File: src/rtl/gf180mcu_fd_sc_mcu7t5v0__pwr_pkg.sv
`default_nettype none
// ---------------------------------------------------------------------------
// gf180mcu_fd_sc_mcu7t5v0__pwr_pkg
// Shared states, constants and helpers for the power-switch sequencer.
// Rev 1.0
// ---------------------------------------------------------------------------
package gf180mcu_fd_sc_mcu7t5v0__pwr_pkg;

  typedef enum logic [2:0] {
    ST_OFF    = 3'd0,
    ST_UP     = 3'd1,
    ST_SETTLE = 3'd2,
    ST_ON     = 3'd3,
    ST_DOWN   = 3'd4
  } pwr_state_t;

  localparam int PWR_SETTLE_TIMEOUT_MULT = 4;
  localparam int PWR_RAIL_DROP_CYCLES    = 2;

  function automatic logic pwr_is_busy(input pwr_state_t s);
    return (s == ST_UP) || (s == ST_SETTLE) || (s == ST_DOWN);
  endfunction

endpackage
`default_nettype wire

File: src/rtl/gf180mcu_fd_sc_mcu7t5v0__pwr_seq_if.sv
`default_nettype none
// ---------------------------------------------------------------------------
// gf180mcu_fd_sc_mcu7t5v0__pwr_seq_if
// Request/switch/status bundle; RAIL_OK/FAULT exist only with
// GF180MCU_PWR_SEQ_RAIL_CHECK_EN defined.
// Rev 1.0
// ---------------------------------------------------------------------------
interface gf180mcu_fd_sc_mcu7t5v0__pwr_seq_if #(
  parameter int NUM_STAGES = 8
);
  logic                  PWR_REQ;
  logic [NUM_STAGES-1:0] SW_EN;
  logic                  ISO_EN;
  logic                  PWR_GOOD;
  logic                  BUSY;
`ifdef GF180MCU_PWR_SEQ_RAIL_CHECK_EN
  logic                  RAIL_OK;
  logic                  FAULT;

  modport master (output PWR_REQ, RAIL_OK, input SW_EN, ISO_EN, PWR_GOOD, BUSY, FAULT);
  modport slave  (input PWR_REQ, RAIL_OK, output SW_EN, ISO_EN, PWR_GOOD, BUSY, FAULT);
`else
  modport master (output PWR_REQ, input SW_EN, ISO_EN, PWR_GOOD, BUSY);
  modport slave  (input PWR_REQ, output SW_EN, ISO_EN, PWR_GOOD, BUSY);
`endif
endinterface
`default_nettype wire

File: src/rtl/gf180mcu_fd_sc_mcu7t5v0__pwr_seq_dly.sv
`default_nettype none
// ---------------------------------------------------------------------------
// gf180mcu_fd_sc_mcu7t5v0__pwr_seq_dly
// Loadable stage-delay counter: wraps at STAGE_DLY-1 and flags terminal count.
// Rev 1.0
// ---------------------------------------------------------------------------
module gf180mcu_fd_sc_mcu7t5v0__pwr_seq_dly #(
  parameter int STAGE_DLY = 16,
  parameter int CNT_W     = $clog2(STAGE_DLY)
) (
  input  wire logic             CLK,
  input  wire logic             RN,
  input  wire logic             i_clr,
  input  wire logic             i_en,
  input  wire logic             i_ld,
  input  wire logic [CNT_W-1:0] i_ld_val,
  output logic                  o_tc
);
  localparam logic [CNT_W-1:0] C_TC = CNT_W'(STAGE_DLY - 1);

  logic [CNT_W-1:0] r_cnt;

  always_ff @(posedge CLK or negedge RN) begin
    if (!RN) begin
      r_cnt <= '0;
    end else if (i_clr) begin
      r_cnt <= '0;
    end else if (i_ld) begin
      r_cnt <= i_ld_val;
    end else if (i_en) begin
      r_cnt <= o_tc ? '0 : r_cnt + CNT_W'(1);
    end
  end

  assign o_tc = (r_cnt == C_TC);

endmodule
`default_nettype wire

File: src/rtl/gf180mcu_fd_sc_mcu7t5v0__pwr_seq.sv
`default_nettype none
// ---------------------------------------------------------------------------
// gf180mcu_fd_sc_mcu7t5v0__pwr_seq
// Staged header-switch sequencer with isolation control.
// Optional rail supervision: GF180MCU_PWR_SEQ_RAIL_CHECK_EN.  Rev 1.0
// ---------------------------------------------------------------------------
module gf180mcu_fd_sc_mcu7t5v0__pwr_seq
  import gf180mcu_fd_sc_mcu7t5v0__pwr_pkg::*;
#(
  parameter int NUM_STAGES = 8,
  parameter int STAGE_DLY  = 16,
  parameter int CNT_W      = $clog2(STAGE_DLY)
) (
  input wire logic CLK,
  input wire logic RN,
  gf180mcu_fd_sc_mcu7t5v0__pwr_seq_if.slave bus
);

  pwr_state_t            r_state, w_state_nxt;
  logic [NUM_STAGES-1:0] r_sw_en, w_sw_en_nxt;
  logic                  r_iso_en, w_iso_en_nxt;
  logic                  r_pwr_good, w_pwr_good_nxt;
  logic                  r_busy;
  logic                  w_dly_tc;
  logic                  w_dly_en;
  logic                  w_dly_clr;
  logic                  w_settle_ok;
  logic                  w_settle_to;
  logic                  w_rail_drop;
  logic                  w_fault;

  // Any state change restarts the stage timer, so reversals get a full delay.
  assign w_dly_clr = (w_state_nxt != r_state);
  assign w_dly_en  = pwr_is_busy(r_state);

  gf180mcu_fd_sc_mcu7t5v0__pwr_seq_dly #(
    .STAGE_DLY (STAGE_DLY),
    .CNT_W     (CNT_W)
  ) u_dly (
    .CLK      (CLK),
    .RN       (RN),
    .i_clr    (w_dly_clr),
    .i_en     (w_dly_en),
    .i_ld     (1'b0),
    .i_ld_val ('0),
    .o_tc     (w_dly_tc)
  );

`ifdef GF180MCU_PWR_SEQ_RAIL_CHECK_EN
  localparam int SETTLE_MAX = PWR_SETTLE_TIMEOUT_MULT * STAGE_DLY;
  localparam int ST_W       = $clog2(SETTLE_MAX);

  logic [ST_W-1:0] r_settle_cnt;
  logic [1:0]      r_low_cnt;
  logic            r_fault;
  logic            w_set_fault;

  assign w_settle_ok = (r_settle_cnt >= ST_W'(STAGE_DLY - 1)) && bus.RAIL_OK;
  assign w_settle_to = (r_settle_cnt == ST_W'(SETTLE_MAX - 1)) && !bus.RAIL_OK;
  assign w_rail_drop = (r_state == ST_ON) && !bus.RAIL_OK &&
                       (r_low_cnt == 2'(PWR_RAIL_DROP_CYCLES - 1));
  assign w_set_fault = ((r_state == ST_SETTLE) && bus.PWR_REQ && w_settle_to) || w_rail_drop;
  assign w_fault     = r_fault;

  always_ff @(posedge CLK or negedge RN) begin
    if (!RN) begin
      r_settle_cnt <= '0;
      r_low_cnt    <= '0;
      r_fault      <= 1'b0;
    end else begin
      r_settle_cnt <= (r_state == ST_SETTLE) ? r_settle_cnt + ST_W'(1) : '0;
      r_low_cnt    <= ((r_state == ST_ON) && !bus.RAIL_OK) ? r_low_cnt + 2'd1 : 2'd0;
      r_fault      <= r_fault | w_set_fault;
    end
  end

  assign bus.FAULT = r_fault;
`else
  assign w_settle_ok = w_dly_tc;
  assign w_settle_to = 1'b0;
  assign w_rail_drop = 1'b0;
  assign w_fault     = 1'b0;
`endif

  always_comb begin
    w_state_nxt    = r_state;
    w_sw_en_nxt    = r_sw_en;
    w_iso_en_nxt   = r_iso_en;
    w_pwr_good_nxt = r_pwr_good;
    unique case (r_state)
      ST_OFF: begin
        if (bus.PWR_REQ && !w_fault) begin
          w_state_nxt = ST_UP;
          w_sw_en_nxt = NUM_STAGES'(1);
        end
      end
      ST_UP: begin
        if (!bus.PWR_REQ) begin
          w_state_nxt = ST_DOWN;
        end else if (w_dly_tc) begin
          // Also covers a reversal that re-entered UP with every switch still on.
          w_sw_en_nxt = {r_sw_en[NUM_STAGES-2:0], 1'b1};
          if (&r_sw_en[NUM_STAGES-2:0]) w_state_nxt = ST_SETTLE;
        end
      end
      ST_SETTLE: begin
        if (!bus.PWR_REQ || w_settle_to) begin
          w_state_nxt = ST_DOWN;
        end else if (w_settle_ok) begin
          w_state_nxt    = ST_ON;
          w_iso_en_nxt   = 1'b0;
          w_pwr_good_nxt = 1'b1;
        end
      end
      ST_ON: begin
        if (!bus.PWR_REQ || w_rail_drop) begin
          w_state_nxt    = ST_DOWN;
          w_iso_en_nxt   = 1'b1;
          w_pwr_good_nxt = 1'b0;
        end
      end
      ST_DOWN: begin
        if (bus.PWR_REQ && !w_fault) begin
          w_state_nxt = ST_UP;
        end else if (w_dly_tc) begin
          w_sw_en_nxt = {1'b0, r_sw_en[NUM_STAGES-1:1]};
          if (!r_sw_en[1]) w_state_nxt = ST_OFF;
        end
      end
      default: begin
        w_state_nxt    = ST_OFF;
        w_sw_en_nxt    = '0;
        w_iso_en_nxt   = 1'b1;
        w_pwr_good_nxt = 1'b0;
      end
    endcase
  end

  always_ff @(posedge CLK or negedge RN) begin
    if (!RN) begin
      r_state    <= ST_OFF;
      r_sw_en    <= '0;
      r_iso_en   <= 1'b1;
      r_pwr_good <= 1'b0;
      r_busy     <= 1'b0;
    end else begin
      r_state    <= w_state_nxt;
      r_sw_en    <= w_sw_en_nxt;
      r_iso_en   <= w_iso_en_nxt;
      r_pwr_good <= w_pwr_good_nxt;
      r_busy     <= pwr_is_busy(w_state_nxt);
    end
  end

  assign bus.SW_EN    = r_sw_en;
  assign bus.ISO_EN   = r_iso_en;
  assign bus.PWR_GOOD = r_pwr_good;
  assign bus.BUSY     = r_busy;

endmodule
`default_nettype wire

File: src/flat_wrapper.sv
// flat-port wrapper written by rule: the top's interface ports become plain ports
module gf180mcu_fd_sc_mcu7t5v0__pwr_seq_flat import gf180mcu_fd_sc_mcu7t5v0__pwr_pkg::*;
#(
  parameter int NUM_STAGES = 8,
  parameter int STAGE_DLY  = 16,
  parameter int CNT_W      = $clog2(STAGE_DLY)
)
  (CLK, RN, bus_PWR_REQ, bus_SW_EN, bus_ISO_EN, bus_PWR_GOOD, bus_BUSY);
  gf180mcu_fd_sc_mcu7t5v0__pwr_seq_if #(.NUM_STAGES(NUM_STAGES)) bus_i ();
  input wire logic CLK;
  input wire logic RN;
  input wire logic [$bits(bus_i.PWR_REQ)-1:0] bus_PWR_REQ;
  output wire logic [$bits(bus_i.SW_EN)-1:0] bus_SW_EN;
  output wire logic [$bits(bus_i.ISO_EN)-1:0] bus_ISO_EN;
  output wire logic [$bits(bus_i.PWR_GOOD)-1:0] bus_PWR_GOOD;
  output wire logic [$bits(bus_i.BUSY)-1:0] bus_BUSY;
  assign bus_i.PWR_REQ = bus_PWR_REQ;
  assign bus_SW_EN = bus_i.SW_EN;
  assign bus_ISO_EN = bus_i.ISO_EN;
  assign bus_PWR_GOOD = bus_i.PWR_GOOD;
  assign bus_BUSY = bus_i.BUSY;
  gf180mcu_fd_sc_mcu7t5v0__pwr_seq #(.NUM_STAGES(NUM_STAGES), .STAGE_DLY(STAGE_DLY), .CNT_W(CNT_W)) u_core (.CLK(CLK), .RN(RN), .bus(bus_i));
endmodule
File: config.mk
export PLATFORM = sky130hd
export DESIGN_NAME = gf180mcu_fd_sc_mcu7t5v0__pwr_seq_flat
export DESIGN_NICKNAME = d
export VERILOG_FILES = /design/src/rtl/gf180mcu_fd_sc_mcu7t5v0__pwr_pkg.sv /design/src/rtl/gf180mcu_fd_sc_mcu7t5v0__pwr_seq_if.sv /design/src/rtl/gf180mcu_fd_sc_mcu7t5v0__pwr_seq_dly.sv /design/src/rtl/gf180mcu_fd_sc_mcu7t5v0__pwr_seq.sv /design/src/flat_wrapper.sv
export SDC_FILE = /design/constraint.sdc
export NUM_CORES = 1
export LEC_CHECK = 0
export CORE_ASPECT_RATIO = 0.8
export CORE_MARGIN = 10
export CORE_UTILIZATION = 55
export CTS_CLUSTER_DIAMETER = 50
export DETAILED_ROUTE_END_ITERATION = 6
export PLACE_DENSITY = 0.79
export REMOVE_ABC_BUFFERS = 1
export SKIP_LAST_GASP = 1
export SLEW_MARGIN = 20
export SYNTH_ARGS = -nofsm -noshare
export SYNTH_HDL_FRONTEND = slang
export SYNTH_SLANG_ARGS = --single-unit
File: constraint.sdc
create_clock -name CLK -period 3.69 [get_ports CLK]
set_clock_uncertainty 0.1 [all_clocks]
set_input_delay 0.738 -clock CLK [delete_from_list [all_inputs] [get_ports CLK]]
set_output_delay 0.738 -clock CLK [all_outputs]
set_load 0.02 [all_outputs]
==> flow_metrics.py <==
metrics = {
    "run_status": {
        "status": "completed",
    },
    "clocking": {
        "clock_sinks": 18,
        "postCtsSetupBuffers": 0,
        "ctsResizeCount": 0,
        "hold_buffers": 0,
        "clkTransAtPathRegs_ps": 110,
        "cts_made_buffers": 3,
        "cts.htree.levels": 1,
        "root_buffer": "clkbuf_4",
        "clkLatencyLatePin_ps": 300,
        "cts_tree": "yes",
        "cts_buffer_depth": 2,
    },
    "global_routing": {
        "grt_max_degree": 19,
        "overflow": 0,
        "grt_pass1_vias": 821,
        "grt_usage_pct": 11.0,
        "grt_pass1_wl_microns": 3820,
        "antenna_found_initial": 0,
    },
    "flow_run": {
        "maxCapViolCount": 0,
    },
    "floorplanning": {
        "rows": 14,
        "dieArea_sq_mm": 0.00421,
        "start_util_pct": 58.4,
        "chipWidth_microns": 70.1,
        "fp.coreArea_sq_mm": 0.00189,
        "pin_count": 14,
        "die_h_microns": 60.1,
    },
    "placed_design": {
        "portBuffers": 13,
        "place.detailed.hpwl_microns": 1570,
        "gp_congestion": 0.790,
        "place_ws_ps": 1180,
    },
    "cells_and_area": {
        "layout-drive-gt1-share_pct": 18.4,
        "fillCellCount": 145,
        "fin_nets": 119,
        "area_delta_synth_final_pct": 13.7,
        "insertedDiodeCount": 0,
    },
    "detailed_routing": {
        "wl_met3_microns": 133,
        "top_layer": "met4",
        "drtAntennaViolNets": 0,
        "via_per_inst": 5.91,
        "wl_met1_microns": 1070,
        "routed_wl_microns": 2260,
        "routedWlPerCell_microns": 16.4,
        "post-route-drc-count": 0,
        "drtPass1Iterations": 4,
        "drt_iter0_markers": 32,
        "dr_total_vias": 816,
        "route.met2.wl_microns": 1050,
    },
    "power_and_ir_drop": {
        "ir_drop_v": 0.000277,
        "p_leak_nw": 0.541,
        "switchingPower_mw": 0.148,
        "seqPwrFrac_pct": 50.1,
        "pwr-share-clk_pct": 25.5,
        "p_comb_share_pct": 24.4,
        "swShare_pct": 30.7,
        "p_int_mw": 0.334,
        "p_per_area_mw_per_mm2": 384,
    },
    "synthesis": {
        "yosys_warnings": 0,
        "yosysUniqueCellTypes": 42,
        "avgSynthCellArea_sq_um": 10.7,
        "netlist_area_sq_mm": 0.00110,
        "ys_ff_latch": 18,
        "yosysTopAreaCellShare_pct": 38.5,
        "netlist_instances": 103,
        "ys_top_cells_by_area": "dfrtp_1 39%, mux2_4 9.5%, a22o_1 4.8%",
        "seq_area_frac_synth_pct": 40.9,
        "synth_area_leader_cell": "dfrtp_1",
    },
    "worst_setup_path": {
        "timing.rr.end": "u_core.bus.SW_EN[2]",
        "cp_slowest_cell": "clkdlybuf4s50_1",
        "critPathTopFamily": "buffers and inverters",
        "r2r_cells": 4,
        "crit_fanout": 2,
        "slowest_delay_ps": 600,
        "crit_buf_inv": 1,
        "crit_required_ps": 2850,
        "critical_path_class": "flip-flop to output pin",
        "ff2ff_setup_slack_ps": 1620,
        "r2r_start": "u_core.r_state[2]",
        "startpoint_type": "flip-flop",
        "cp_cell_sequence": "clkdlybuf4s50_1",
        "arrival_ps": 1440,
        "worst_setup_path_end_kind": "output pin",
    },
    "timing": {
        "hold_viol_final": 0,
        "max-slew-margin-rel_pct": 46.0,
        "finalSetupViolations": 0,
        "setup_tns_ps": 0,
        "period_needed_ps": 2280,
        "worst_pin_slew_ps": 807,
        "fin_ws_ps": 1410,
        "finalCritPeriodShare_pct": 61.7,
        "fmax_ghz": 0.439,
        "final-max-slew-violation-count": 0,
        "rsz0062_at_grt": "no",
        "hold_slack_ps": 367,
    },
    "hold_path": {
        "worst_hold_path_type": "flip-flop to flip-flop",
        "min_delay_worst_endpoint": "u_core.bus.ISO_EN",
        "holdPathStages": 2,
        "worstHoldStart": "u_core.bus.ISO_EN",
    },
}
## through the flow
step / power (mW) / std cells / utilization, % / area, sq um
finish: 0.482 / 138 / 66.4 / 1260
global route: 0.505 / 138 / 66.4 / 1260
CTS: 0.486 / 138 / 66.4 / 1260
detailed placement: 0.362 / 134 / 64.5 / 1220
global placement: 0.357 / 134 / 64.5 / 1220
floorplan: 0.315 / 97 / - / 1060
## cell usage after synthesis (all sizes together)
library cell	n
a21oi	7
o211ai	1
nand3b	1
nand4	1
buf	3
dfstp	1
or2b	1
nor2b	3
and3	2
or3	1
nand3	3
dfrtp	17
o21ba	1
ha	1
nand2	5
mux2	8
nor3b	2
a221oi	1
o211a	1
o21ai	7
mux2i	2
clkbuf	3
nor4	1
nor3	5
inv	2
xor2	2
a21o	1
a211oi	2
nand2b	5
o21bai	1
a22o	6
or2	1
nor2	4
a32oi	1
## final cells by class
type	count	area (sq um)	area share [%]
repair buffers	13	130	10.4
inverters	2	7.51	0.598
multi-input cells	77	601	47.8
flip-flops and latches	18	452	36.0
clock buffers	4	36.3	2.89
well taps	24	30.0	2.39
## sequential cells by signal (all words and copies together), names as in the netlist
register,cells
u_core.u_dly.r_cnt,4
u_core.r_state,3
u_core.bus.PWR_GOOD,1
u_core.bus.ISO_EN,1
u_core.bus.BUSY,1
u_core.bus.SW_EN,8
## cells in the final DEF (no fill, tap or decap), types with 2 or more instances in the layout
cell type,netlist,layout
dfrtp_1,17,17
nor2b_1,3,3
and3_1,2,2
mux2i_1,2,2
nor2_1,4,4
a22o_1,6,6
nand2_1,5,5
xor2_1,2,2
clkbuf_4,0,3
mux2_4,7,7
inv_1,2,2
nand3_1,3,3
o21ai_0,4,4
clkdlybuf4s50_1,0,13
a21oi_1,6,6
nor3_1,4,4
nand2b_1,5,5
## worst max-delay path by stage
| stage | from | endpoint | slack [ps] | cells after the start |
|---|---|---|---|---|
| detailed placement | bus_PWR_REQ | u_core.bus.SW_EN[3] | 1180 | 5 |
| floorplan | u_core.u_dly.r_cnt[0] | u_core.bus.SW_EN[0] | 1930 | 5 |
| finish | u_core.bus.ISO_EN | bus_ISO_EN | 1410 | 1 |
| CTS | u_core.bus.ISO_EN | bus_ISO_EN | 1400 | 1 |
| global placement | bus_PWR_REQ | u_core.bus.SW_EN[5] | 1270 | 5 |
| global route | u_core.bus.ISO_EN | bus_ISO_EN | 1390 | 1 |
## power groups by stage
| stage | clock (mW) | sequential [mW] | combinational (mW) |
|---|---|---|---|
| global placement | 0 | 0.242 | 0.115 |
| detailed placement | 0 | 0.244 | 0.118 |
| global route | 0.132 | 0.245 | 0.128 |
| floorplan | 0 | 0.252 | 0.0638 |
| finish | 0.123 | 0.241 | 0.118 |
| CTS | 0.125 | 0.241 | 0.119 |
## per-layer routing
metal	GRT usage, %	vias up
met5	0	-
met4	2.53	0
met3	4.80	2
met2	17.0	15
met1	13.9	399
li1	-	400
## cell families after synthesis
family / Yosys count / share of synthesized area, %
adders and majority gates: 1 / 1.13
muxes: 10 / 12.3
AOI/OAI and AO/OA: 29 / 20.0
and+or+nand+nor: 35 / 19.3
DFF: 18 / 40.9
xor gates and xnor gates: 2 / 1.59
buffers and inverters: 8 / 4.76
Note: power is estimated with default switching activity, not from simulation.
